## config.mk

```make
export PLATFORM = sky130hd
export DESIGN_NAME = pipe_stage_reg
export DESIGN_NICKNAME = d
export VERILOG_FILES = /design/src/rtl/pipe_stage_reg.sv
export SDC_FILE = /design/constraint.sdc
export NUM_CORES = 1
export LEC_CHECK = 0
export CELL_PAD_IN_SITES_DETAIL_PLACEMENT = 0
export CELL_PAD_IN_SITES_GLOBAL_PLACEMENT = 1
export CORE_MARGIN = 8
export CORE_UTILIZATION = 32
export CTS_BUF_LIST = sky130_fd_sc_hd__clkbuf_8 sky130_fd_sc_hd__clkbuf_16
export CTS_CLUSTER_DIAMETER = 100
export DETAILED_ROUTE_END_ITERATION = 8
export GPL_TIMING_DRIVEN = 0
export PLACE_DENSITY_LB_ADDON = 0.15
export SYNTH_ARGS = -nofsm -noshare
export SYNTH_HDL_FRONTEND = slang
export SYNTH_SLANG_ARGS = --single-unit
```

## constraint.sdc

```tcl
create_clock -name clk_i -period 1.8 [get_ports clk_i]
set_clock_uncertainty 0.2 [all_clocks]
set_input_delay 0.36 -clock clk_i [delete_from_list [all_inputs] [get_ports clk_i]]
set_output_delay 0.36 -clock clk_i [all_outputs]
set_load 0.02 [all_outputs]
```

## src/rtl/pipe_stage_reg.sv

```systemverilog
// Pipeline stage register with flush/stall control and a valid/ready handshake.
// Define PIPE_SKID_EN to add a skid entry that removes the out_ready_i -> in_ready_o path.
module pipe_stage_reg #(
   parameter int DATA_W = 64,
   parameter int KEEP_W = 70
) (
   input  logic              clk_i,
   input  logic              rst_ni,
   input  logic              flush_i,
   input  logic              stall_i,
   input  logic              in_valid_i,
   output logic              in_ready_o,
   input  logic [DATA_W-1:0] in_data_i,
   input  logic [KEEP_W-1:0] in_keep_i,
   output logic              out_valid_o,
   input  logic              out_ready_i,
   output logic [DATA_W-1:0] out_data_o,
   output logic [KEEP_W-1:0] out_keep_o,
   output logic              out_flushed_o,
   output logic [1:0]        count_o
);

   logic              main_valid_q, main_valid_d;
   logic              flushed_q, flushed_d;
   logic [DATA_W-1:0] data_q, data_d;
   logic [KEEP_W-1:0] keep_q, keep_d;
   logic              push, pop;

   assign push = in_valid_i & in_ready_o;
   assign pop  = main_valid_q & out_ready_i & ~stall_i;

   assign out_valid_o   = main_valid_q;
   assign out_flushed_o = flushed_q;
   assign out_data_o    = data_q;
   assign out_keep_o    = keep_q;

`ifdef PIPE_SKID_EN
   logic              skid_valid_q, skid_valid_d;
   logic [DATA_W-1:0] skid_data_q, skid_data_d;
   logic [KEEP_W-1:0] skid_keep_q, skid_keep_d;

   // Readiness depends only on registered state, so out_ready_i never reaches in_ready_o.
   assign in_ready_o = rst_ni & ~stall_i & ~skid_valid_q;
   assign count_o    = {main_valid_q & skid_valid_q, main_valid_q ^ skid_valid_q};

   always_comb begin
      // NOTE: every next-state signal gets a hold default first so no branch can infer a latch.
      main_valid_d = main_valid_q;
      flushed_d    = flushed_q;
      data_d       = data_q;
      keep_d       = keep_q;
      skid_valid_d = skid_valid_q;
      skid_data_d  = skid_data_q;
      skid_keep_d  = skid_keep_q;
      if (flush_i) begin
         main_valid_d = in_valid_i;
         flushed_d    = 1'b1;
         data_d       = '0;
         keep_d       = in_keep_i;
         skid_valid_d = 1'b0;
      end else if (!stall_i) begin
         if (pop && skid_valid_q) begin
            // Skid full means in_ready_o is low, so no push can coincide here.
            data_d       = skid_data_q;
            keep_d       = skid_keep_q;
            flushed_d    = 1'b0;
            skid_valid_d = 1'b0;
         end else if (push && (!main_valid_q || pop)) begin
            main_valid_d = 1'b1;
            flushed_d    = 1'b0;
            data_d       = in_data_i;
            keep_d       = in_keep_i;
         end else if (push) begin
            skid_valid_d = 1'b1;
            skid_data_d  = in_data_i;
            skid_keep_d  = in_keep_i;
         end else if (pop) begin
            main_valid_d = 1'b0;
         end
      end
   end

   always_ff @(posedge clk_i or negedge rst_ni) begin
      if (!rst_ni) begin
         skid_valid_q <= 1'b0;
         skid_data_q  <= '0;
         skid_keep_q  <= '0;
      end else begin
         skid_valid_q <= skid_valid_d;
         skid_data_q  <= skid_data_d;
         skid_keep_q  <= skid_keep_d;
      end
   end
`else
   // Single entry: a full stage can accept only when it is drained in the same cycle.
   assign in_ready_o = rst_ni & ~stall_i & (~main_valid_q | out_ready_i);
   assign count_o    = {1'b0, main_valid_q};

   always_comb begin
      // NOTE: every next-state signal gets a hold default first so no branch can infer a latch.
      main_valid_d = main_valid_q;
      flushed_d    = flushed_q;
      data_d       = data_q;
      keep_d       = keep_q;
      if (flush_i) begin
         main_valid_d = in_valid_i;
         flushed_d    = 1'b1;
         data_d       = '0;
         keep_d       = in_keep_i;
      end else if (!stall_i) begin
         if (push) begin
            main_valid_d = 1'b1;
            flushed_d    = 1'b0;
            data_d       = in_data_i;
            keep_d       = in_keep_i;
         end else if (pop) begin
            main_valid_d = 1'b0;
         end
      end
   end
`endif

   // NOTE: state updates use non-blocking assignments so all registers sample the same pre-edge values.
   always_ff @(posedge clk_i or negedge rst_ni) begin
      if (!rst_ni) begin
         main_valid_q <= 1'b0;
         flushed_q    <= 1'b0;
         data_q       <= '0;
         keep_q       <= '0;
      end else begin
         main_valid_q <= main_valid_d;
         flushed_q    <= flushed_d;
         data_q       <= data_d;
         keep_q       <= keep_d;
      end
   end

endmodule

```

---- Yosys cells after proc, flatten, opt, wreduce, memory -nomap -nowiden ----
Cells that the tools add are included.
storage, ports and cells
  flip-flop bits (word level) ............. 136
  input port bits ......................... 140
  logic and storage cells ................. 30
operators by class
  eq/ne operators ......................... 1
  multiplexer cells ....................... 13
  bitwise gates (word level) .............. 8
  reductions and logical operators ........ 4
operators with widths
  cell                                  number
  70-bit 2-to-1 mux                     3
  64-bit 2-to-1 mux                     3
  1-bit 2-to-1 mux                      7
  1-bit bitwise AND                     5
  2-bit AND reduction                   2
  3-bit nonzero test                    1
  2-bit != test, second input constant  1
  1-bit inverter                        2
  2-bit nonzero test                    1
  1-bit OR                              1

---- Logic depth before layout (Yosys ltp) ----
Gate-level depths: netlist of run 1.
  depth after elaboration ................. 7
  gate-level depth with buffers ........... 6
  depth with buffers taken out ............ 3

---- Worst setup path after synthesis of run 1 ----
No wires, ideal clock.
  kind .................................... reg2reg
  start ................................... register main_valid_q, in the netlist out_valid_o
  end ..................................... register keep_q[12], in the netlist out_keep_o[12]
  library setup time ...................... 0.125 ns
  arrival time ............................ 1.418 ns
  required time ........................... 1.475 ns
  setup slack ............................. 0.058 ns
  cell stages (with the launch flop) ...... 5
  buffers on the path ..................... 1
  cells stage by stage .................... dfrtp_1 > nand2b_4 > a31oi_4 > buf_6 > mux2_2
on the way
  word-level cells in the longest chain between the ends .. 6
RTL lines
  what                                  RTL line  RTL
  start: declaration                    23        logic main_valid_q, main_valid_d;
  start signal: assignment              131       main_valid_q <= main_valid_d;
  1-bit inverter                        96        assign in_ready_o = rst_ni & ~stall_i & (~main_valid_q | out_ready_i);
  1-bit OR                              96
  1-bit bitwise AND                     96
  1-bit bitwise AND                     29        assign push = in_valid_i & in_ready_o;
  2-bit nonzero test (no source line)   -
  2-bit AND reduction (no source line)  -
  end signal: assignment                134       keep_q <= keep_d;
  end: declaration                      26        logic [KEEP_W-1:0] keep_q, keep_d;
No other way between the ends.
A chain may end at the register's enable or synchronous reset.

---- Worst setup path in the final report of run 1 ----
  start ................................... register main_valid_q, in the netlist out_valid_o
  end ..................................... output port in_ready_o
on the way
  word-level cells in the longest chain between the ends .. 3
RTL lines
  what               RTL line  RTL
  1-bit inverter     96
  1-bit OR           96
  1-bit bitwise AND  96
  end: declaration   12        output logic in_ready_o,
No other way between the ends.

==> results of run 1 <==
-- power groups by stage --
stage / Combinational, mW / Clock (mW) / Sequential (mW)
final: 1.55 / 3.24 / 3.38
after global routing: 1.65 / 3.46 / 3.41
after CTS: 1.58 / 3.33 / 3.39
after detailed placement: 1.67 / 0 / 3.45
after global placement: 1.64 / 0 / 3.44
after floorplan: 0.431 / 0 / 3.71
-- final timing paths --
kind | to | slack (ns) | start
setup reg to reg | out_data_o[13] | 0.10 | out_valid_o
hold reg to reg | out_keep_o[23] | 0.29 | out_keep_o[23]
min in group asynchronous | out_data_o[15] | 0.32 | rst_ni
setup / recovery | in_ready_o | 0.04 | out_valid_o
hold / removal | out_valid_o | 0.11 | out_ready_i
max in group asynchronous | out_valid_o | 0.26 | rst_ni
-- stage by stage --
stage	setup TNS [ns]	cells
3_5_place_dp	-133.73	953
6_report	0	993
3_3_place_gp	-1481.34	952
5_1_grt	-0.0101	993
2_1_floorplan	0	441
4_1_cts	-0.0379	993
-- layout by cell type (no fill, tap or decap), types with 2 or more instances in the layout --
cell             netlist  routed
buf_2                  1       2
clkbuf_1              14      12
clkbuf_16              0      17
clkinv_2               0       4
bufbuf_16              0       3
mux2i_1               64      64
inv_1                  1       4
clkbuf_2               0       2
buf_16                 0       2
clkbuf_8               0       3
mux2_2                54      54
clkdlybuf4s50_1        0     135
buf_4                  3       3
nand2b_1             129     129
dlygate4sd3_1          0       3
dfrtp_1              136     135
dlygate4sd2_1          0     138
mux2_1                16      16
buf_6                  8       9
buf_8                  5       5
buf_12                 0       3
clkinvlp_4             0       3
-- cell type report --
| type | instances | share of cell area [%] |
|---|---|---|
| timing repair buffer | 287 | 29.3 |
| tap | 234 | 3.03 |
| inverter | 1 | 0.0389 |
| clock buffer | 20 | 4.83 |
| multi-input combinational | 273 | 24.1 |
| sequential | 136 | 35.3 |
| clock inverter | 11 | 0.868 |
| buffer | 31 | 2.57 |
-- worst max-delay path: stages (launching register included) --
cell and delay [ns]:
dfrtp_2 0.44, nand2b_4 0.10, and2_4 0.14, buf_6 0.11
-- logic make-up (layout without fill, tap and decap cells) --
logic type / Yosys count / count (layout) / synth area share (%)
AOI/OAI and AO/OA: 3 / 3 / 0.566
buffers and inverters: 32 / 350 / 4.17
muxes: 134 / 134 / 23.9
and+or+nand+nor: 135 / 135 / 14.3
other: 1 / 1 / 0.0628
DFF: 136 / 136 / 57.0
-- sequential cells by signal (all words and copies together), names as in the netlist --
name / cells
out_keep_o: 70
out_data_o: 64
out_flushed_o: 1
out_valid_o: 1
-- routing by layer --
layer  global-route usage (%)  vias up
met5                        0        -
met4                     5.51        2
met3                     5.73       16
met2                     26.7      159
met1                     19.5     2164
li1                         -     2078
-- repair_timing --
| item | CTS | global route |
|---|---|---|
| setup buffers | 1 | 0 |
| hold buffers | 5 | 0 |
| resized for setup | 156 | 1 |
| setup endpoints to repair | 274 | 26 |
| endpoints found under the hold margin | 135 | 0 |
| gates cloned | 3 | 0 |
| pin swaps | 1 | 0 |
==> flow_summary.yaml, run 1 <==
sta:
  period_needed_ns: 1.76
  setup_ws_ns: 0.0380
  drv_slew: 0
  tightest_slew_ns: 0.887
  max_freq_ghz: 0.568
  slew_headroom_pct: 40.7
  fin_hold_ws_ns: 0.106
  hold_viol: 0
  post-route-period-util_pct: 97.9
  rsz0062_at_grt: "yes"
  setup_viol: 0
floorplanning:
  dieWidth_um: 153
  start_util_pct: 32.3
  io_pins: 279
  core_region_area_mm2: 0.0185
  rows: 50
  die_y_um: 153
  die_area_mm2: 0.0233
power:
  p_leak_nw: 4.44
  power_frac_seq_pct: 41.4
  p_total_mw: 8.17
  pwr-share-comb_pct: 18.9
  power_frac_clock_pct: 39.6
  p_sw_mw: 2.10
  power-per-cell-area_mw_per_mm2: 846
  ir_drop_mv: 0.603
  switching_share_pct: 25.7
  p_int_mw: 6.07
logic_synthesis:
  syn_nets: 581
  syn_inst: 441
  yosys.area.top_type: "dfrtp_1"
  ys.flop_type: "dfrtp_1"
  syn_avg_cell_area_um2: 13.5
  yosysMostFrequentCell: "dfrtp_1"
  ys.warnings.count: 0
  synth_seq_area_share_pct: 57.0
  synth_edf_count: 0
  synthTopCellsByArea: "dfrtp_1 57%, nand2b_1 14%, mux2i_1 11%"
  ys_top_cells_by_count: "136 x dfrtp_1, 129 x nand2b_1, 64 x mux2i_1, 54 x mux2_2, 16 x mux2_1"
  yosysUniqueCellTypes: 21
  yosys.area.top_type_share_pct: 57.0
  synth_async_sr_flop_share_pct: 100
  syn-cell-area_mm2: 0.00597
  synth-seq-cells: 136
worst_hold_path:
  holdCritPathClass: "input port to flop"
  worstHoldPathCells: 4
placement:
  dpl_cell_area_mm2: 0.00907
  numPortBuffers: 277
  dp_hpwl_um: 14200
  dp_slack_ns: -1.19
  gp_congestion: 0.754
global_routing:
  grt_usage_pct: 16.3
  grt_max_degree: 37
  grt_pass1_wl_um: 29500
  grt_pass1_vias: 4977
  gr-total-overflow: 0
  antenna_found_initial: 1
final_layout:
  multi_input_area_mm2: 0.00233
  final_area_mm2: 0.00966
  seq_area_mm2: 0.00340
  syn_to_final_growth_pct: 61.7
  fin_nets: 887
  post-route-util_pct: 52.2
  n_fill_cell: 1681
  antenna_cells: 0
  layout-drive-gt1-share_pct: 15.3
route:
  viasPerCell: 4.45
  vias: 4419
  wl_um: 18900
  wl_per_cell_um: 19.1
  highest_layer: "met5"
  drc: 0
  dr_wl_met2_um: 9260
  wl_met3_um: 1330
  wl_met1_um: 8030
  drtIter0Drc: 133
  ant_nets: 0
  drt-pass1-iter-count: 4
worst_setup_path:
  rr_worst_depth: 6
  path_class: "flop to output pin"
  critical_path_required_ns: 1.24
  worst-path-max-fanout: 4
  cp.arrival_ns: 1.20
  cp-end-kind: "output pin"
  cp-start-kind: "flop"
clocking:
  clock_sinks: 136
  cts_tree: "built"
  clkLatencyLatePin_ns: 0.41
  cts_root_buf: "clkbuf_16"
  clk_path_buf_depth: 2
  numCtsBuffers: 17
  htree_levels: 4
  clk_pin_slew_ns: 0.06
outcome:
  outcome: "complete, no violations"
job:
  max_cap_violations: 0
Power figures use the tool's default switching activity.
==> run 2: changes to the inputs <==
==> constraint.sdc (replaced) <==
create_clock -name clk_i -period 1.9 [get_ports clk_i]
set_clock_uncertainty 0.2 [all_clocks]
set_input_delay 0.38 -clock clk_i [delete_from_list [all_inputs] [get_ports clk_i]]
set_output_delay 0.38 -clock clk_i [all_outputs]
set_load 0.02 [all_outputs]
==> flow_summary.yaml, run 2 (synthesis results as in run 1) <==
outcome:
  outcome: "complete, no violations"
final_layout:
  largest_reg_flops: 70
  fin_nets: 887
  antenna_cells: 0
  syn_to_final_growth_pct: 62.0
  final_area_mm2: 0.00967
  n_fill_cell: 1679
  layout.cells.non_filler: 993
  final_common_cell: "dlygate4sd2_1"
  multi_input_area_mm2: 0.00233
  layout-drive-gt1-share_pct: 15.7
  seq_area_mm2: 0.00340
  mostFrequentLayoutCells: "137 x dlygate4sd2_1, 135 x clkdlybuf4s50_1, 135 x dfrtp_1"
placement:
  dp_cells: 953
  dpl_cell_area_mm2: 0.00907
  dp_hpwl_um: 14200
  dp_slack_ns: -1.13
  gp_congestion: 0.754
  numPortBuffers: 277
sta:
  fin_hold_ws_ns: 0.126
  setup_viol: 0
  tightest_slew_ns: 0.871
  drv_slew: 0
  post-route-period-util_pct: 97.4
  slew_headroom_pct: 41.7
  setup_ws_ns: 0.0486
  rsz0062_at_grt: "no"
  hold_viol: 0
  tns_ns: 0
  max_freq_ghz: 0.540
  period_needed_ns: 1.85
worst_setup_path:
  path_cells: "buf_4, clkdlybuf4s15_1"
  rr_endpoint: "out_data_o[13]"
  crit_family: "flip-flops"
  r2r_start: "out_valid_o"
  crit_slowest_cell: "dfrtp_2"
  worst-path-buf-inv: 2
  worstSetupEndpoint: "count_o[0]"
  critical_path_required_ns: 1.32
  path_depth: 2
  cp_slowest_stage_delay_ns: 0.44
  cp-start-kind: "flop"
  path_class: "flop to output pin"
  cp.arrival_ns: 1.27
  worst-path-max-fanout: 4
  cp-end-kind: "output pin"
  r2r_slack_ns: 0.20
  startpoint: "out_valid_o"
  rr_worst_depth: 6
route:
  ant_nets: 0
  wl_um: 19000
  wl_per_cell_um: 19.1
  drtIter0Drc: 128
  drt-pass1-iter-count: 4
  vias: 4429
  drc: 0
  viasPerCell: 4.46
global_routing:
  antenna_found_initial: 1
  grt_pass1_wl_um: 29600
  grt_max_degree: 37
  gr-total-overflow: 0
  grt_usage_pct: 16.3
  grt_pass1_vias: 4977
worst_hold_path:
  holdCritPathClass: "input port to flop"
  min-delay-start: "out_ready_i"
power:
  ir_drop_mv: 0.572
  p_leak_nw: 4.46
  power-per-cell-area_mw_per_mm2: 801
clocking:
  clock_sinks: 136
  cts_root_buf: "clkbuf_16"
  cts_tree: "built"
  clk_path_buf_depth: 2
  htree_levels: 4
  clk_pin_slew_ns: 0.06
  numCtsBuffers: 17
  clkLatencyLatePin_ns: 0.41
job:
  max_cap_violations: 0
floorplanning:
  dieWidth_um: 153
  core_region_area_mm2: 0.0185
  die_y_um: 153
  die_area_mm2: 0.0233
  start_util_pct: 32.3
  io_pins: 279
  rows: 50
## run 2: changes by cell type in the layout (fill, tap and decap cells not counted), sizes merged
cell / change
dlygate4sd2: -1
clkbuf: -1
clkdlybuf4s15: +1
dlymetal6s2s: +1
## run 2: cell type report
class	instances	share of cell area, %
clock inverter	11	0.867
timing repair buffer	287	29.4
buffer	31	2.61
tap	234	3.03
clock buffer	20	4.83
inverter	1	0.0388
multi-input combinational	273	24.1
sequential	136	35.2
## run 2: tightest hold or removal path, cell delays in order
cell	delay (ns)
dlymetal6s2s_1	0.13
nand2b_1	0.07
nand3b_1	0.08
nand2_1	0.04
## run 2: per-stage QoR
step / util, % / total power, mW
6_report: 52.2 / 7.75
2_1_floorplan: - / 3.93
3_3_place_gp: 48.8 / 4.81
3_5_place_dp: 49.0 / 4.85
5_1_grt: 52.2 / 8.08
4_1_cts: 52.2 / 7.86
## run 2: timing repair
item | in CTS | in global routing
setup buffers | 1 | 0
setup endpoints to repair | 274 | 58
cloned | 3 | 0
gates resized for setup | 153 | 11
hold buffers | 5 | 0
endpoints found under the hold margin | 100 | 0
## run 2: worst min path at each step
stage	to	slack (ns)	cells after the start
after detailed placement	out_keep_o[33]	0.21	1
after global routing	out_valid_o	0.16	4
after CTS	out_keep_o[26]	0.29	1
after floorplan	out_data_o[0]	-0.12	0
after global placement	out_keep_o[26]	0.27	1
final	out_valid_o	0.13	4
## run 2: power by group
part,internal [mW],total (mW),switching (mW),leakage (nW)
clock network,1.87,3.07,1.20,0.277
registers,3.11,3.21,0.101,1.72
logic,0.776,1.47,0.691,2.46
## run 2: layer usage
metal / part of all wire, % / up-vias / GRT usage (%) / routed length (um)
met5: 0.042 / - / 0 / 8
met4: 1.7 / 2 / 5.75 / 329
met3: 7.3 / 18 / 5.79 / 1380
met2: 48 / 163 / 26.7 / 9200
met1: 42 / 2167 / 19.5 / 8050
li1: - / 2079 / - / -
